===== src/rtl/platform_ocm_copy_master.sv =====
// rtl/platform_ocm_copy_master.sv - Avalon-MM block COPY/FILL master for one on-chip memory port
// Optional write-data checksum accumulator: define PLATFORM_OCM_COPY_CHECKSUM_EN.

module platform_ocm_copy_master #(
  parameter int ADDR_W = 9,
  parameter int DATA_W = 64,
  parameter int BE_W   = DATA_W / 8,
  parameter int LEN_W  = 10
) (
  input  logic              clk,
  input  logic              reset_n,
  input  logic              cmd_start,
  input  logic              cmd_mode,
  input  logic [ADDR_W-1:0] cmd_src,
  input  logic [ADDR_W-1:0] cmd_dst,
  input  logic [LEN_W-1:0]  cmd_len,
  input  logic [DATA_W-1:0] cmd_fill_data,
  input  logic [BE_W-1:0]   cmd_fill_be,
  input  logic              cmd_abort,
  output logic              busy,
  output logic              done,
  output logic              aborted,
  output logic [DATA_W-1:0] checksum,
  output logic [ADDR_W-1:0] avm_address,
  output logic [BE_W-1:0]   avm_byteenable,
  output logic              avm_chipselect,
  output logic              avm_write,
  output logic [DATA_W-1:0] avm_writedata,
  input  logic [DATA_W-1:0] avm_readdata,
  output logic              avm_clken
);

  typedef enum logic [2:0] {
    S_IDLE = 3'd0,
    S_RD   = 3'd1,
    S_CAP  = 3'd2,
    S_WR   = 3'd3,
    S_FIN  = 3'd4
  } state_t;

  state_t            state;
  state_t            state_nxt;
  logic [ADDR_W-1:0] src_ptr;
  logic [ADDR_W-1:0] dst_ptr;
  logic [LEN_W-1:0]  remaining;
  logic [DATA_W-1:0] rd_buf;
  logic [DATA_W-1:0] fill_data;
  logic [BE_W-1:0]   fill_be;
  logic              mode;
  logic              abort_q;
  logic              clken_q;
  logic              start_ok;
  logic              abort_hit;
  logic              wr_issue;

  // Start is only honoured in IDLE and loses to a simultaneous abort.
  assign start_ok  = (state == S_IDLE) && cmd_start && !cmd_abort;
  assign abort_hit = cmd_abort && ((state == S_RD) || (state == S_CAP) || (state == S_WR));
  assign wr_issue  = (state == S_WR) && !cmd_abort;

  always_ff @(posedge clk or negedge reset_n) begin
    if (!reset_n) begin
      state <= S_IDLE;
    end else begin
      state <= state_nxt;
    end
  end

  always_comb begin
    state_nxt = state;
    case (state)
      S_IDLE: begin
        if (start_ok) begin
          if (cmd_len == '0) begin
            state_nxt = S_FIN;
          end else if (cmd_mode) begin
            state_nxt = S_WR;
          end else begin
            state_nxt = S_RD;
          end
        end
      end
      S_RD:  state_nxt = cmd_abort ? S_FIN : S_CAP;
      S_CAP: state_nxt = cmd_abort ? S_FIN : S_WR;
      S_WR: begin
        if (cmd_abort || (remaining == LEN_W'(1))) begin
          state_nxt = S_FIN;
        end else if (mode) begin
          state_nxt = S_WR;
        end else begin
          state_nxt = S_RD;
        end
      end
      S_FIN:   state_nxt = S_IDLE;
      default: state_nxt = S_IDLE;
    endcase
  end

  // An abort suppresses the access in the very cycle it is seen.
  always_comb begin
    avm_chipselect = 1'b0;
    avm_write      = 1'b0;
    avm_address    = '0;
    avm_byteenable = '0;
    avm_writedata  = '0;
    busy           = (state != S_IDLE);
    done           = (state == S_FIN);
    aborted        = (state == S_FIN) && abort_q;
    case (state)
      S_RD: begin
        if (!cmd_abort) begin
          avm_chipselect = 1'b1;
          avm_address    = src_ptr;
          avm_byteenable = '1;
        end
      end
      S_WR: begin
        if (!cmd_abort) begin
          avm_chipselect = 1'b1;
          avm_write      = 1'b1;
          avm_address    = dst_ptr;
          avm_byteenable = mode ? fill_be : '1;
          avm_writedata  = mode ? fill_data : rd_buf;
        end
      end
      default: ;
    endcase
  end

  always_ff @(posedge clk or negedge reset_n) begin
    if (!reset_n) begin
      src_ptr   <= '0;
      dst_ptr   <= '0;
      remaining <= '0;
      rd_buf    <= '0;
      fill_data <= '0;
      fill_be   <= '0;
      mode      <= 1'b0;
      abort_q   <= 1'b0;
    end else begin
      if (start_ok) begin
        src_ptr   <= cmd_src;
        dst_ptr   <= cmd_dst;
        remaining <= cmd_len;
        mode      <= cmd_mode;
        fill_data <= cmd_fill_data;
        fill_be   <= cmd_fill_be;
        abort_q   <= 1'b0;
      end
      if (abort_hit) begin
        abort_q <= 1'b1;
      end
      if ((state == S_CAP) && !cmd_abort) begin
        rd_buf <= avm_readdata;
      end
      if (wr_issue) begin
        remaining <= remaining - LEN_W'(1);
        src_ptr   <= src_ptr + ADDR_W'(1);
        dst_ptr   <= dst_ptr + ADDR_W'(1);
      end
    end
  end

  always_ff @(posedge clk or negedge reset_n) begin
    if (!reset_n) begin
      clken_q <= 1'b0;
    end else begin
      clken_q <= 1'b1;
    end
  end
  assign avm_clken = clken_q;

`ifdef PLATFORM_OCM_COPY_CHECKSUM_EN
  logic [DATA_W-1:0] csum_q;
  logic [DATA_W-1:0] wr_mask;

  always_comb begin
    wr_mask = '0;
    for (int i = 0; i < BE_W; i++) begin
      wr_mask[i*8 +: 8] = {8{avm_byteenable[i]}};
    end
  end

  always_ff @(posedge clk or negedge reset_n) begin
    if (!reset_n) begin
      csum_q <= '0;
    end else if (start_ok) begin
      csum_q <= '0;
    end else if (wr_issue) begin
      csum_q <= csum_q ^ (avm_writedata & wr_mask);
    end
  end
  assign checksum = csum_q;
`else
  assign checksum = '0;
`endif

endmodule


===== config.mk =====
export PLATFORM = sky130hd
export DESIGN_NAME = platform_ocm_copy_master
export DESIGN_NICKNAME = d
export VERILOG_FILES = /design/src/rtl/platform_ocm_copy_master.sv
export SDC_FILE = /design/constraint.sdc
export NUM_CORES = 1
export LEC_CHECK = 0
export ABC_AREA = 1
export CAP_MARGIN = 15
export CORE_UTILIZATION = 49
export CTS_CLUSTER_DIAMETER = 80
export DETAILED_ROUTE_END_ITERATION = 6
export PLACE_DENSITY = 0.87
export SYNTH_ARGS = -nofsm -noshare
export SYNTH_HDL_FRONTEND = slang
export SYNTH_SLANG_ARGS = --single-unit

===== constraint.sdc =====
create_clock -name clk -period 4.5 [get_ports clk]
set_clock_uncertainty 0.1 [all_clocks]
set_input_delay 0.9 -clock clk [delete_from_list [all_inputs] [get_ports clk]]
set_output_delay 0.9 -clock clk [all_outputs]
set_load 0.02 [all_outputs]

==> results.cfg <==
[run_status]
status = complete, no violations

[timing]
worst_slew_pin_slew_ns = 0.9806
period_share_pct = 86.74
period_minus_slack_ns = 3.903
clock.fmax_mhz = 256.2
drv_slew = 0
setup_violations = 0
tns_ns = 0
hold_viol_final = 0
rsz0062_at_grt = no
relSlewSlack_pct = 34.63

[worst_setup_path]
worst-path-max-fanout = 8
crit_cells = 7
crit_type = in -> out
path_buf_inv = 3
max_stage_delay_ns = 0.63
worstPathRequired_ns = 3.50
cp_slowest_cell = clkdlybuf4s50_1
path_delay_family = buffers and inverters
arrival_ns = 2.90
endpoint_kind = output port
cp-start-kind = input port
r2r_cells = 10
path_cells = clkdlybuf4s50_1, nor2_1, nand2_1, nor2_1, inv_1, o21ai_0, clkdlybuf4s50_1

[detailed_routing]
ant_nets = 0
top_layer = met5
routedWlPerCell_um = 15.23
route.detailed.drc = 0
firstDrtPassIters = 5
dr_wl_met2_um = 12580
routed_via_density = 5.047
vias = 8358
met1_length_um = 9919
drt_iter0_drc = 396
wl_um = 25220
wl_met3_um = 1963

[global_route]
grt_max_degree = 87
grt_pass1_wl_um = 39570
gr-usage-all-layers_pct = 27.81
first_global_vias = 8083
antenna_found_initial = 2
grt-ovfl-total = 0

[pwr]
p_per_area_nw_per_um2 = 552.9
vdd.ir_drop.worst_uv = 314.7
p_leak_uw = 0.005744

[synthesis]
synth_seq_area_share_pct = 48.56
syn_avg_cell_area_um2 = 7.368
syn_area_um2 = 8761
synthDominantCellAreaShare_pct = 48.56
synth-edff-count = 0
async_flop_share_pct = 100.0
synth_flop_cell = dfrtp_1
yosys-top-cells-area = dfrtp_1, nand2_1, buf_4
yosysWarnings = 0
syn_inst = 1189
synth-seq-cells = 170
synth_cell_types = 29
synthTopCellsByCount = nand2_1, dfrtp_1, buf_4
yosys.area.top_type = dfrtp_1
yosysMostFrequentCell = nand2_1

[cells_and_area]
fillers = 1441
final_nets = 1591
multi_input_area_um2 = 3772
regArea_um2 = 4255
syn_to_final_growth_pct = 34.48
drive_gt1_share_pct = 3.986
postLayoutCoreUtil_pct = 67.88

[clock_tree]
clockBufferDepth = 2
cts_tree = yes
cts_root_buffer = clkbuf_16
clkSinkCount = 170
cts-htree-levels = 4
cts_made_buffers = 17
post-cts-setup-buffers = 0
path_clk_slew_ns = 0.06
cts_hold_buf = 0
clock_latency_ns = 0.42
cts.repair.resized = 0

[die]
core.rowCount = 48
die_x_um = 135.7
ios = 320
die_h_um = 135.7
die-area_um2 = 18420
start_util_pct = 50.48
coreArea_um2 = 17360

[flow_run]
cap_violations = 0

[placement]
gp_congestion = 0.9145
dp_hpwl_um = 16980
port_buffers = 255

[hold_path]
min_path_type = in -> async
routing by layer:
layer / GRT usage, % / vias up
met1: 32.19 / 3960
met5: 0 / -
met2: 47.62 / 328
met4: 11.86 / 2
met3: 8.268 / 58
li1: - / 4010
state kept, by name, summed over array words and instances, names as in the netlist:
signal and cells:
mode 1, src_ptr 9, fill_data 64, abort_q 1, state 3, remaining 10
rd_buf 64, fill_be 8, dst_ptr 9, avm_clken 1
where the power goes:
part           internal [uW]  switching (uW)  total (uW)
Sequential              2230             440        2670
Combinational            890            1490        2380
Clock                    863             605        1470
stage by stage:
| stage | hold slack [ns] | power [uW] | setup WS [ns] | cells | instance area [um^2] |
|---|---|---|---|---|---|
| floorplan | 0.3422 | 4239 | 1.540 | 1252 | 8997 |
| global placement | 0.3531 | 4929 | 0.6189 | 1624 | 11190 |
| detailed placement | 0.3587 | 5041 | 0.5899 | 1624 | 11190 |
| CTS | 0.3095 | 6542 | 0.5887 | 1655 | 11780 |
| global route | 0.3246 | 6992 | 0.4226 | 1655 | 11780 |
| finish | 0.3023 | 6514 | 0.5966 | 1656 | 11780 |
layout by cell type, fill, tap and decap left out, drive strengths merged:
cell type	count
nand2	620
nand4	2
inv	44
a21oi	69
xor2	5
a31oi	1
clkbuf	22
dfrtp	170
clkinvlp	2
a211oi	1
o32ai	1
o22ai	8
diode	1
conb	65
nor3	3
o221ai	4
and2	1
clkinv	4
bufinv	2
o211ai	6
buf	18
a21boi	1
nand3	35
clkdlybuf4s50	254
ha	4
nor2	64
o21ai	24
cell families (layout without fill, tap and decap cells):
kind of cell,Yosys count,after routing,synth area share [%]
other cells,2,66,0.08572
xor+xnor,5,5,0.4998
fa+ha+maj,4,4,0.5713
flops,170,170,48.56
simple gates,725,725,31.83
buf+inv,168,346,11.31
compound gates,115,115,7.141
final timing paths:
check,to,start,slack [ns]
worst max-delay path,avm_address[8],cmd_abort,0.60
worst min-delay path,src_ptr[7]$_DFFE_PN0P_,reset_n,0.30
worst max register to register,src_ptr[6]$_DFFE_PN0P_,state[1]$_DFFE_PN0P_,2.42
worst min register to register,rd_buf[9]$_DFFE_PN0N_,rd_buf[9]$_DFFE_PN0N_,0.37
max in group asynchronous,rd_buf[56]$_DFFE_PN0N_,reset_n,3.00
min in group clk,rd_buf[9]$_DFFE_PN0N_,rd_buf[9]$_DFFE_PN0N_,0.37
layout make-up:
| cell class | instances | share of cell area (%) |
|---|---|---|
| sequential | 170 | 36.12 |
| multi-input combinational | 914 | 32.02 |
| timing repair buffer | 272 | 23.08 |
| clock buffer | 22 | 4.025 |
| tap | 225 | 2.390 |
| inverter | 43 | 1.370 |
| clock inverter | 9 | 0.9771 |
| antenna | 1 | 0.02124 |
Power figures use the tool's default switching activity.
